### config.mk
export PLATFORM = sky130hd
export DESIGN_NAME = byte_word_packer
export DESIGN_NICKNAME = d
export VERILOG_FILES = /design/src/rtl/byte_word_packer_pkg.sv /design/src/rtl/byte_word_fifo.sv /design/src/rtl/byte_word_packer.sv
export SDC_FILE = /design/constraint.sdc
export NUM_CORES = 1
export LEC_CHECK = 0
export ABC_CLOCK_PERIOD_IN_PS = 1850
export CORE_MARGIN = 5
export CORE_UTILIZATION = 51
export DETAILED_ROUTE_END_ITERATION = 16
export PLACE_DENSITY = 0.86
export SLEW_MARGIN = 10
export SYNTH_ARGS = -nofsm -noshare
export SYNTH_HDL_FRONTEND = slang
export SYNTH_SLANG_ARGS = --single-unit
### constraint.sdc
create_clock -name clk -period 1.85 [get_ports clk]
set_input_delay 0.37 -clock clk [delete_from_list [all_inputs] [get_ports clk]]
set_output_delay 0.37 -clock clk [all_outputs]
set_load 0.1 [all_outputs]
### src/rtl/byte_word_packer_pkg.sv
// Shared types and helpers for the byte-to-word packer.
// BYTE_WORD_PACKER_PARITY_EN adds a stored parity bit to each FIFO entry.
package byte_word_packer_pkg;

    localparam int BYTE_W = 8;
    localparam int WORD_W = 16;

    typedef enum logic [0:0] {
        EMPTY = 1'b0,
        HALF  = 1'b1
    } pack_state_e;

    typedef struct packed {
        logic [WORD_W-1:0] data;
        logic              last;
        logic              partial;
`ifdef BYTE_WORD_PACKER_PARITY_EN
        logic              parity;
`endif
    } pack_entry_t;

    function automatic logic word_parity(input logic [WORD_W-1:0] word);
        return ^word;
    endfunction

endpackage

### src/rtl/byte_word_fifo.sv
// Synchronous FIFO of packed words with occupancy count and synchronous active-low reset.
module byte_word_fifo
    import byte_word_packer_pkg::*;
#(
    parameter int DEPTH = 4
) (
    input  logic                       clk,
    input  logic                       reset_n,
    input  logic                       push,
    input  pack_entry_t                push_entry,
    input  logic                       pop,
    output pack_entry_t                head,
    output logic                       full,
    output logic                       empty,
    output logic [$clog2(DEPTH+1)-1:0] level
);

    localparam int PTR_W = $clog2(DEPTH);
    localparam int LVL_W = $clog2(DEPTH+1);

    pack_entry_t        mem_r [DEPTH];
    logic [PTR_W-1:0]   wr_ptr_r;
    logic [PTR_W-1:0]   rd_ptr_r;
    logic [LVL_W-1:0]   level_r;
    logic               push_ok_s;
    logic               pop_ok_s;

    assign full      = (level_r == LVL_W'(DEPTH));
    assign empty     = (level_r == {LVL_W{1'b0}});
    assign push_ok_s = push && !full;
    assign pop_ok_s  = pop && !empty;
    assign head      = mem_r[rd_ptr_r];
    assign level     = level_r;

    // Entry storage; contents need no reset because the head is gated by empty downstream.
    always_ff @(posedge clk) begin
        if (push_ok_s) begin
            mem_r[wr_ptr_r] <= push_entry;
        end
    end

    // Pointers wrap naturally since DEPTH is a power of two.
    always_ff @(posedge clk) begin
        if (!reset_n) begin
            wr_ptr_r <= {PTR_W{1'b0}};
            rd_ptr_r <= {PTR_W{1'b0}};
            level_r  <= {LVL_W{1'b0}};
        end else begin
            if (push_ok_s) begin
                wr_ptr_r <= wr_ptr_r + PTR_W'(1);
            end
            if (pop_ok_s) begin
                rd_ptr_r <= rd_ptr_r + PTR_W'(1);
            end
            case ({push_ok_s, pop_ok_s})
                2'b10:   level_r <= level_r + LVL_W'(1);
                2'b01:   level_r <= level_r - LVL_W'(1);
                default: level_r <= level_r;
            endcase
        end
    end

endmodule

### src/rtl/byte_word_packer.sv
// Packs a byte stream into 16-bit words buffered in a FIFO; data reads zero when no word is valid.
// BYTE_WORD_PACKER_PARITY_EN adds the out_parity port.
module byte_word_packer
    import byte_word_packer_pkg::*;
#(
    parameter int DEPTH      = 4,
    parameter bit BIG_ENDIAN = 1'b0
) (
    input  logic                       clk,
    input  logic                       reset_n,
    input  logic                       in_valid,
    output logic                       in_ready,
    input  logic [BYTE_W-1:0]          in_byte,
    input  logic                       in_last,
    output logic                       out_valid,
    input  logic                       out_ready,
    output logic [WORD_W-1:0]          data,
    output logic                       out_last,
    output logic                       out_partial,
`ifdef BYTE_WORD_PACKER_PARITY_EN
    output logic                       out_parity,
`endif
    output logic [$clog2(DEPTH+1)-1:0] fifo_level
);

    pack_state_e        state_r;
    logic [BYTE_W-1:0]  held_r;
    logic               run_r;
    logic               accept_s;
    logic               push_s;
    logic               pop_s;
    logic               full_s;
    logic               empty_s;
    pack_entry_t        push_entry_s;
    pack_entry_t        head_s;

    assign in_ready  = run_r && !full_s;
    assign accept_s  = in_valid && in_ready;
    assign out_valid = !empty_s;
    assign pop_s     = out_valid && out_ready;

    // Form the word to push for the byte being accepted this cycle.
    always_comb begin
        push_s       = 1'b0;
        push_entry_s = '0;
        if (accept_s && (state_r == HALF)) begin
            push_s               = 1'b1;
            push_entry_s.data    = BIG_ENDIAN ? {held_r, in_byte} : {in_byte, held_r};
            push_entry_s.last    = in_last;
            push_entry_s.partial = 1'b0;
        end else if (accept_s && in_last) begin
            // Lone final byte sits in the first-byte lane, other lane zero.
            push_s               = 1'b1;
            push_entry_s.data    = BIG_ENDIAN ? {in_byte, {BYTE_W{1'b0}}} : {{BYTE_W{1'b0}}, in_byte};
            push_entry_s.last    = 1'b1;
            push_entry_s.partial = 1'b1;
        end else begin
            push_s = 1'b0;
        end
`ifdef BYTE_WORD_PACKER_PARITY_EN
        push_entry_s.parity = word_parity(push_entry_s.data);
`endif
    end

    // Pairing FSM and the run flag that holds off input for one cycle after reset.
    always_ff @(posedge clk) begin
        if (!reset_n) begin
            state_r <= EMPTY;
            held_r  <= {BYTE_W{1'b0}};
            run_r   <= 1'b0;
        end else begin
            run_r <= 1'b1;
            if (accept_s) begin
                case (state_r)
                    EMPTY: begin
                        if (!in_last) begin
                            held_r  <= in_byte;
                            state_r <= HALF;
                        end else begin
                            state_r <= EMPTY;
                        end
                    end
                    HALF:    state_r <= EMPTY;
                    default: state_r <= EMPTY;
                endcase
            end
        end
    end

    byte_word_fifo #(
        .DEPTH(DEPTH)
    ) u_fifo (
        .clk        (clk),
        .reset_n    (reset_n),
        .push       (push_s),
        .push_entry (push_entry_s),
        .pop        (pop_s),
        .head       (head_s),
        .full       (full_s),
        .empty      (empty_s),
        .level      (fifo_level)
    );

    // Head fields are forced to zero whenever no word is valid.
    always_comb begin
        data        = {WORD_W{1'b0}};
        out_last    = 1'b0;
        out_partial = 1'b0;
`ifdef BYTE_WORD_PACKER_PARITY_EN
        out_parity  = 1'b0;
`endif
        if (out_valid) begin
            data        = head_s.data;
            out_last    = head_s.last;
            out_partial = head_s.partial;
`ifdef BYTE_WORD_PACKER_PARITY_EN
            out_parity  = head_s.parity;
`endif
        end else begin
            data = {WORD_W{1'b0}};
        end
    end

endmodule

Word-level counts from Yosys, hierarchy flattened --
Memory sizes are Yosys's and may differ from the RTL's. A register that Yosys moved wholly into a read port is not among the register bits. Cells that the tools add are included.
Word-level totals: bits in registers 17, latch bits 0, bits in writable memories 72, bits in read-only memories 0, output and inout port bits 23, word-level logic and storage cells 43, memories kept 1
Cells by class: add/subtract/negate cells 4, $mul 0, divide/modulo/power cells 0, magnitude comparators 0, equal/unequal tests 3, shift-type cells 0, multiplexer cells 15, bitwise gates (word level) 2, reduce and logical (&&, ||, !) cells 12
Memory list:
- u_fifo.mem_r | depth 4, bits a word 18, read ports 1, clocked after Yosys merged registers in 1, wr ports 1, RTL line byte_word_fifo.sv:21 | pack_entry_t mem_r [DEPTH];
Operators by type and width (count):
- 2-to-1 mux 18 bit | 1
- 2-to-1 mux 16 bit | 1
- 2-to-1 mux 10 bit | 1
- 2-to-1 mux 1 bit | 8
- logical AND 1 bit | 7
- one-hot mux 3 bit (2 select lines) | 1
- adder 2 x 1 -> 2 bit, second input constant | 2
- 2-to-1 mux 2 bit | 2
- adder 3 x 1 -> 3 bit, second input constant | 1
- equality test 3 bit, second input constant | 1
- logical NOT 3 bit | 1
- AND reduction 3 bit | 1
- subtractor 3 x 1 -> 3 bit, second input constant | 1
- equality test 2 x 1 -> 1 bit, second input constant | 1
- equality test 2 bit, second input constant | 1
- logical NOT 1 bit | 2
- inverter 1 bit | 2
- one-hot mux 1 bit (2 select lines) | 1
- nonzero test 2 bit | 1

Logic depth before layout (Yosys ltp) --
Gate-level depths: netlist (run 1).
word-level depth 10, depth in mapped cells 9, mapped depth without buffers 9

Modules after synthesis --
Synthesis (run 1) repeated with hierarchy kept, for this count alone.
Unflattened totals: cells, all modules 235, area total of the unflattened synthesis 3818.7 um^2
Modules (own cells, without submodules):
- byte_word_fifo | times used 1, cells an instance 148, area each 3103.0 um^2, seq. area each 2342.2 um^2
- byte_word_packer | times used 1, cells an instance 87, area each 715.7 um^2, seq. area each 200.2 um^2

Worst setup path before layout (run 1) --
OpenSTA, ideal clock, no wires.
kind reg2out, start point register u_fifo.level_r[0], in the netlist u_fifo.level[0], end point output port data[10], arrival 2851 ps, slack -1371 ps, stages on the path, launching flop included 4, buffers on the path 1, cell sequence dfxtp_1 > nor3_1 > clkbuf_1 > nor2b_1
Between the ends: word-level cells in the longest chain between the ends 2
RTL lines:
- from (decl) | RTL line byte_word_fifo.sv:24 | logic [LVL_W-1:0] level_r;
- from (signal assigned) | RTL line byte_word_fifo.sv:47 | level_r <= {LVL_W{1'b0}};
- from (signal assigned) | RTL line byte_word_fifo.sv:56 | 2'b10: level_r <= level_r + LVL_W'(1);
- from (signal assigned) | RTL line byte_word_fifo.sv:57 | 2'b01: level_r <= level_r - LVL_W'(1);
- logical NOT 3 bit | RTL line byte_word_fifo.sv:29 | assign empty = (level_r == {LVL_W{1'b0}});
- 2-to-1 mux 16 bit | RTL line byte_word_packer.sv:112 | if (out_valid) begin
- to (decl) | RTL line byte_word_packer.sv:17 | output logic [WORD_W-1:0] data,
Every way passes these cells.

==> results of run 1 <==
## kinds of logic (layout without fill, tap and decap cells)
group | after synthesis | in the layout | share of synthesized area
buf+inv | 22 | 93 | 0.0305
mux | 27 | 27 | 0.129
xor+xnor | 2 | 2 | 0.00454
compound gates | 20 | 20 | 0.0299
fa+ha+maj | 6 | 6 | 0.0214
simple gates | 84 | 84 | 0.126
flops | 91 | 91 | 0.660
## worst min-delay path by stage
stage,end,start,slack (ns),depth (start not counted)
floorplan,run_r,reset_n,0.40,0
global placement,held_r[6],held_r[6],0.44,2
detailed placement,held_r[3],held_r[3],0.45,2
CTS,held_r[1],held_r[1],0.47,2
global route,run_r,reset_n,0.49,1
finish,held_r[2],held_r[2],0.47,2
## power groups by stage
stage	Combinational [mW]	Clock (mW)	Sequential, mW
final	3.79	1.26	2.35
after global routing	3.95	1.34	2.36
after CTS	3.72	1.26	2.33
after detailed placement	3.37	0	2.37
after global placement	3.32	0	2.36
after floorplan	2.31	0	2.48
## sequential cells by signal (all words and copies together), names as in the netlist, named ones only
| signal | flops |
|---|---|
| u_fifo.mem_r | 72 |
| state_r | 1 |
| run_r | 1 |
| u_fifo.level | 3 |
| held_r | 8 |
| u_fifo.rd_ptr_r | 2 |
| u_fifo.wr_ptr_r | 2 |
## metal layers
layer  part of all wire  track usage
met1               0.40        0.218
met2               0.52        0.304
met3              0.061       0.0345
met4              0.020       0.0821
met5                  0            0
## cells in the final DEF (no fill, tap or decap), types with 3 or more instances in the layout
master	count
a21boi_1	3
o21ai_1	4
mux2i_1	9
edfxtp_1	72
a21oi_1	8
nor2b_4	19
nand3b_1	8
dfxtp_4	4
ha_1	4
inv_2	3
mux4_2	18
or3_1	3
inv_1	5
and2_1	14
dfxtp_1	15
buf_4	23
clkdlybuf4s50_1	11
clkbuf_8	9
nand2_1	30
buf_12	29
## timing repair
action	in CTS	in global routing
buffers inserted	1	3
gates cloned	2	1
pin swaps	4	3
endpoints found under the setup margin	21	21
resized for setup	7	6
## Yosys cell counts
cell type,instances,share of area
edfxtp_1,72,0.56
nand2_1,30,0.029
dfxtp_1,19,0.099
nor2b_1,19,0.031
mux4_2,18,0.11
and2_1,14,0.023
mux2i_1,9,0.023
a21oi_1,8,0.010
nand3b_1,8,0.016
clkbuf_1,7,0.0068
inv_1,7,0.0068
ha_1,5,0.016
a21boi_1,3,0.0058
buf_2,3,0.0039
o21ai_0,3,0.0039
o21ai_1,3,0.0039
or3_1,3,0.0049
buf_4,2,0.0039
nor2_1,2,0.0019
nor3_1,2,0.0026
o21a_1,2,0.0039
buf_12,1,0.0052
buf_6,1,0.0029
fa_1,1,0.0052
inv_2,1,0.00097
nand4bb_1,1,0.0029
nor2b_4,1,0.0036
nor3b_2,1,0.0032
nor3b_4,1,0.0049
nor4_1,1,0.0016
o211ai_1,1,0.0019
or2_1,1,0.0016
xnor2_1,1,0.0023
xor2_1,1,0.0023
## final cells by class
class                           count  area share
Multi-Input combinational cell    139       0.260
Tap cell                           99      0.0236
Clock buffer                        9      0.0236
Timing Repair Buffer               69       0.187
Inverter                            8     0.00572
Sequential cell                    91       0.487
Clock inverter                      7      0.0124
## metrics by stage
| stage | hold WS (ns) | TNS (ns) | instance area, um^2 | total power [mW] |
|---|---|---|---|---|
| final | 0.470 | -4.60 | 5250 | 7.40 |
| after CTS | 0.466 | -4.91 | 5180 | 7.31 |
| after floorplan | 0.398 | -0.607 | 4010 | 4.79 |
| after global placement | 0.442 | -3.72 | 4900 | 5.68 |
| after detailed placement | 0.448 | -11.64 | 4900 | 5.74 |
| after global routing | 0.489 | -5.54 | 5250 | 7.65 |
## tightest hold or removal path: cells and delay by family, from the launching register on
family	cells	cell delay, ns
mux	1	0.05
flops	1	0.32
simple gates	1	0.05
==> results.txt, run 1 <==
----------------------------------------------------
[Finish]
  Fraction of layout cells with a size suffix above 1 ... 0.387
  Final Instance Count excl. Fillers ... approximately 420
  Area Overhead vs Synth ... 36.3%
  Area occupied by multi-input gates ... about 1400 um^2
  Count of nets after finishing ... approximately 340
  FF/Latch Area ... 2560 um^2
  Number of fill cells in the layout ... 443
  Final Core Density ... 0.720
  Number of antenna repair diodes ... 0

[Setup path]
  Cell occurring most often along the worst timing path ... buf_12
  Critical Path Sink Type ... output pin
  Arrival time worst endpoint ... about 1.7 ns
  Crit path depth ... 4
  Ordered list of cells on the worst path ... buf_12, mux4_2, nor2b_4, buf_12
  Cells on worst reg2reg path ... 9
  Crit path kind ... reg -> out
  CP max stage cell ... mux4_2
  CP Buf/Inv Count ... 2
  CP endpoint ... data[10]
  CP max FO ... 7
  Capture point of the worst reg-to-reg path ... u_fifo.level[2]
  Startpoint Class ... flip-flop
  Crit-path max cell delay ... ~0.52 ns
  Crit path max-delay family ... multiplexers
  Setup slack of the worst register-to-register path ... -0.13 ns
  Required time reported for the critical path endpoint ... ~1.5 ns
  Reg-to-Reg Start ... u_fifo.level[1]

[Timing]
  Endpoints failing setup ... 20
  Actual transition at the worst max-transition pin ... approximately 0.45 ns
  Final critical-path share of the clock period ... 1.14
  Setup repair after global routing missed its margin ... yes
  Final hold violations ... 0
  Least setup slack across all paths after layout ... -0.264 ns
  Final critical-path required period ... 2.11 ns
  Final Max Slew Viols ... 0
  Layout Skew ... roughly 0.017 ns
  Fmax ... 473 MHz
  Worst slew margin relative to its limit ... 0.696

[Routing]
  Total Routed Length ... between 8000 and 9000 um
  Vias post-DR ... approximately 2300
  Drt first-iter violations ... approximately 220
  ANT nets after route ... 0
  Drc violations ... 0
  WL per Instance ... 19.6 um
  Vias per inst ... 5.52
  First-pass iteration count of the detailed router ... 4

[Die]
  Placement row count ... 31
  Die outline area ... between 9000 and 10000 um^2
  Chip height ... 96.9 um
  Top-level I/O count ... 36
  Initial Utilization ... 0.529
  Floorplan die width ... ~97 um
  Total core area ... 7290 um^2

[Synthesis]
  Post-Synthesis Net Count ... 271
  Synth Register Bits ... between 90 and 100
  Post-Syn Area ... 3850 um^2
  Distinct cells, synth ... 34
  Seq/Total Area, Yosys ... 0.660
  Syn. warnings ... 0
  Number of cells produced by synthesis ... 252
  Synthesized area per cell ... between 15 and 20 um^2

[Pwr]
  Switching power summed over all nets ... ~2.9 mW
  Power Internal ... 4.46 mW
  Worst supply voltage drop on vdd ... 0.000966 V
  P per Cell Area ... about 1400 nW/um^2
  Relative contribution of sequential cells to total power ... 0.318
  Clock Power Share ... 0.170
  Switching portion of total power ... 0.397
  Leakage dissipation ... approximately 1.8 nW
  Proportion of power drawn by combinational gates ... 0.512

[Hold path]
  Path category of the worst min-delay check ... reg -> reg

[Placed design]
  Number of I/O port buffers ... 35
  RD Place Congestion ... approximately 0.74
  Number of instances in the placed design ... 399
  Dpl hpwl ... ~5000 um
  Worst slack after detailed placement ... -0.619 ns

[Global routing]
  Global-route wire length before repair ... 12900 um
  Gr ovfl total ... 0
  Number of global-route vias before repair ... 2409
  Aggregate global-route resource usage ... 0.178
  Number of antenna violations at the first check in global routing ... 0
  Largest net degree at the start of global routing ... 27

[Outcome]
  Violations in the final reports ... negative setup slack
  Result of the run ... complete, but fails checks

[Run]
  Max-cap check violation count ... 0

[Clock network]
  Clock buffer count from CTS ... 9
  Reg clk slew, reported paths ... 0.09 ns
  Worst-case clock buffer depth ... 2
  Max H-tree Level ... 3
  CTS Root Buffer Type ... clkbuf_8
  TritonCTS clock tree ... built
  # clock sinks ... 91
  Clock latency at the later pin of the worst-skew pair ... roughly 0.36 ns
  Number of hold-repair buffers added at the cts stage ... 0

----------------------------------------------------
No activity file was read; power rests on OpenSTA's default activity.
==> run 2: changes to the inputs <==
--- a/config.mk
+++ b/config.mk
@@ -6,10 +6,9 @@
 export NUM_CORES = 1
 export LEC_CHECK = 0
 export ABC_CLOCK_PERIOD_IN_PS = 1850
-export CORE_MARGIN = 5
-export CORE_UTILIZATION = 51
+export CORE_UTILIZATION = 30
 export DETAILED_ROUTE_END_ITERATION = 16
-export PLACE_DENSITY = 0.86
+export PLACE_DENSITY = 0.6
 export SLEW_MARGIN = 10
 export SYNTH_ARGS = -nofsm -noshare
 export SYNTH_HDL_FRONTEND = slang
==> results.txt, run 2 (same netlist as run 1, synthesis figures left out) <==
----------------------------------------------------
[Clock network]
  Worst-case clock buffer depth ... 2 (unchanged)
  Clock buffer count from CTS ... 9 (unchanged)
  # clock sinks ... 91 (unchanged)
  Clock latency at the later pin of the worst-skew pair ... 0.35 ns (about the same)
  Number of hold-repair buffers added at the cts stage ... 0 (unchanged)
  CTS Root Buffer Type ... clkbuf_16
  Reg clk slew, reported paths ... 0.07 ns (-0.02 ns)
  Max H-tree Level ... 3 (unchanged)
  TritonCTS clock tree ... built

[Finish]
  Final Instance Count excl. Fillers ... 493 (+17%)
  Final Core Density ... 0.430 (-0.290)
  Max reg flops ... 72 (unchanged)
  Most frequent cells in the layout ... edfxtp_1, nand2_1, buf_12, buf_4
  Area Overhead vs Synth ... 40.1%
  Count of nets after finishing ... 335 (-0.59%)
  Register with the most flip-flops ... u_fifo.mem_r
  Fraction of layout cells with a size suffix above 1 ... 0.380 (-0.00693)
  Number of antenna repair diodes ... 0 (unchanged)
  Commonest non-fill, non-tap cell in the layout ... edfxtp_1

[Routing]
  WL per Instance ... 15.5 um (-21%)
  Vias post-DR ... 2195 (-5.8%)
  Drt first-iter violations ... 108 (-51%)
  Drc violations ... 0 (unchanged)
  Total Routed Length ... 7630 um (-7.7%)
  Vias per inst ... 4.45 (-19%)
  First-pass iteration count of the detailed router ... 4 (unchanged)
  ANT nets after route ... 0 (unchanged)

[Die]
  Chip height ... 115 um (+19%)
  Top-level I/O count ... 36 (unchanged)
  Placement row count ... 41 (+32%)
  Initial Utilization ... 0.307 (-0.222)
  Die outline area ... 13300 um^2 (+42%)
  Total core area ... 12600 um^2 (+72%)
  Floorplan die width ... 115 um (+19%)

[Placed design]
  RD Place Congestion ... 0.700 (-5.5%)
  Number of I/O port buffers ... 35 (unchanged)
  Dpl hpwl ... 4620 um (-5.0%)
  Number of instances in the placed design ... 470 (+18%)

[Outcome]
  Violations in the final reports ... negative setup slack
  Result of the run ... complete, but fails checks

[Setup path]
  Reg-to-Reg Start ... u_fifo.level[0]
  Capture point of the worst reg-to-reg path ... u_fifo.level[2]
  Cell occurring most often along the worst timing path ... buf_12
  Crit path kind ... reg -> out
  Critical Path Sink Type ... output pin
  CP max stage cell ... mux4_2
  Crit-path max cell delay ... 0.52 ns (about the same)
  CP max FO ... 9 (+2)
  Setup slack of the worst register-to-register path ... -0.04 ns (+0.09 ns)
  Ordered list of cells on the worst path ... buf_12, mux4_2, nor2b_4, buf_12
  Cells on worst reg2reg path ... 9 (unchanged)
  Startpoint Class ... flip-flop
  Arrival time worst endpoint ... 1.72 ns (-0.02 ns)
  Required time reported for the critical path endpoint ... 1.48 ns (about the same)

[Global routing]
  Number of global-route vias before repair ... 2342 (-2.8%)
  GR Util met1 ... 0.165 (-0.0530)
  Number of antenna violations at the first check in global routing ... 0 (unchanged)
  Met2 routing resource usage after global routing ... 0.214 (-0.0900)
  Aggregate global-route resource usage ... 0.129 (-0.0489)
  Gr ovfl total ... 0 (unchanged)
  Global-route wire length before repair ... 12500 um (-3.4%)
  Most utilized layer in the global route result ... met2
  Largest net degree at the start of global routing ... 28 (+3.7%)
  Met3 GRT Util ... 0.0337 (-0.000795)

[Hold path]
  WHS Path Cells ... 2 (unchanged)
  Worst Hold End ... held_r[6]
  Path category of the worst min-delay check ... reg -> reg
  Hold Crit Start ... held_r[6]

[Timing]
  Final critical-path share of the clock period ... 1.13 (-0.0107)
  Least setup slack across all paths after layout ... -0.244 ns (+0.0198 ns)
  Worst slew margin relative to its limit ... 0.729 (+0.0328)
  Fmax ... 478 MHz (+0.94%)
  Endpoints failing setup ... 19 (-5.0%)
  Final hold violations ... 0 (unchanged)
  Actual transition at the worst max-transition pin ... 0.407 ns (-0.0457 ns)
  Layout Skew ... 0.00907 ns (-0.00816 ns)
  Final critical-path required period ... 2.09 ns (-0.0198 ns)
  Final Max Slew Viols ... 0 (unchanged)
  Setup repair after global routing missed its margin ... yes

[Pwr]
  P per Cell Area ... 1420 nW/um^2 (+1.1%)
  Worst supply voltage drop on vdd ... 0.000810 V (-16%)
  Leakage dissipation ... 1.87 nW (+1.1%)

[Run]
  Max-cap check violation count ... 0 (unchanged)

----------------------------------------------------
-- run 2: cell count changes in the layout (fill, tap and decap cells not counted), sizes merged --
| cell | before | now |
|---|---|---|
| clkinv | 4 | 0 |
| inv | 9 | 13 |
| bufbuf | 2 | 1 |
| clkinvlp | 2 | 1 |
-- run 2: report_power, final --
part	total [mW]	leakage [nW]	internal, mW	switching, mW
sequential	2.35	0.828	2.28	0.0686
clock	1.78	0.142	0.976	0.801
combinational	3.57	0.895	1.52	2.05
total	7.70	1.87	4.78	2.92
-- run 2: timing repair --
item / 4_1_cts / 5_1_grt
gates cloned: 2 / 0
endpoints found under the setup margin: 20 / 21
pin swaps: 5 / 5
resized for setup: 10 / 0
buffers inserted: 3 / 2
-- run 2: metal layers --
metal | routed length [um] | vias to the layer above
li1 | - | 1055
met4 | 100 | 0
met5 | 0 | -
met2 | 3800 | 44
met1 | 3440 | 1088
met3 | 287 | 8
-- run 2: per-stage QoR --
step	worst slack [ns]	hold WS [ns]	setup TNS (ns)	total power, mW	cell area, um^2
global route	-0.301	0.488	-5.35	7.98	5400
finish	-0.244	0.461	-4.18	7.70	5400
floorplan	-0.370	0.398	-0.607	4.79	4010
detailed placement	-0.526	0.448	-8.24	5.73	4990
CTS	-0.272	0.459	-4.68	7.79	5390
global placement	-0.486	0.443	-5.89	5.71	4990
-- run 2: layout make-up --
cell class / instances / area (um^2)
Fill cell: 1124 / 7170
Sequential cell: 91 / 2560
Multi-Input combinational cell: 139 / 1350
Timing Repair Buffer: 67 / 952
Clock buffer: 10 / 239
Tap cell: 172 / 215
Clock inverter: 6 / 53.8
Inverter: 8 / 32.5
-- run 2: worst max-delay path, delay by kind of cell (launching register included) --
kind	cells	cell delay (ns)
DFF	1	0.39
and+or+nand+nor	1	0.15
muxes	1	0.52
buffers and inverters	2	0.32
-- run 2: worst max path at each step --
| stage | cells after the start | end | slack (ns) |
|---|---|---|---|
| 5_1_grt | 4 | data[11] | -0.30 |
| 4_1_cts | 4 | data[11] | -0.27 |
| 6_report | 4 | data[5] | -0.24 |
| 2_1_floorplan | 9 | u_fifo.level[2] | -0.37 |
| 3_5_place_dp | 10 | u_fifo.level[2] | -0.53 |
| 3_3_place_gp | 10 | u_fifo.level[2] | -0.49 |
==> run 3: changes to the inputs <==
--- a/config.mk
+++ b/config.mk
@@ -6,6 +6,7 @@
 export NUM_CORES = 1
 export LEC_CHECK = 0
 export ABC_CLOCK_PERIOD_IN_PS = 1850
+export CAP_MARGIN = 20
 export CORE_UTILIZATION = 30
 export DETAILED_ROUTE_END_ITERATION = 16
 export PLACE_DENSITY = 0.6
==> results of run 3 <==
The final DEF is identical to that of run 2; final timing and power are the same.
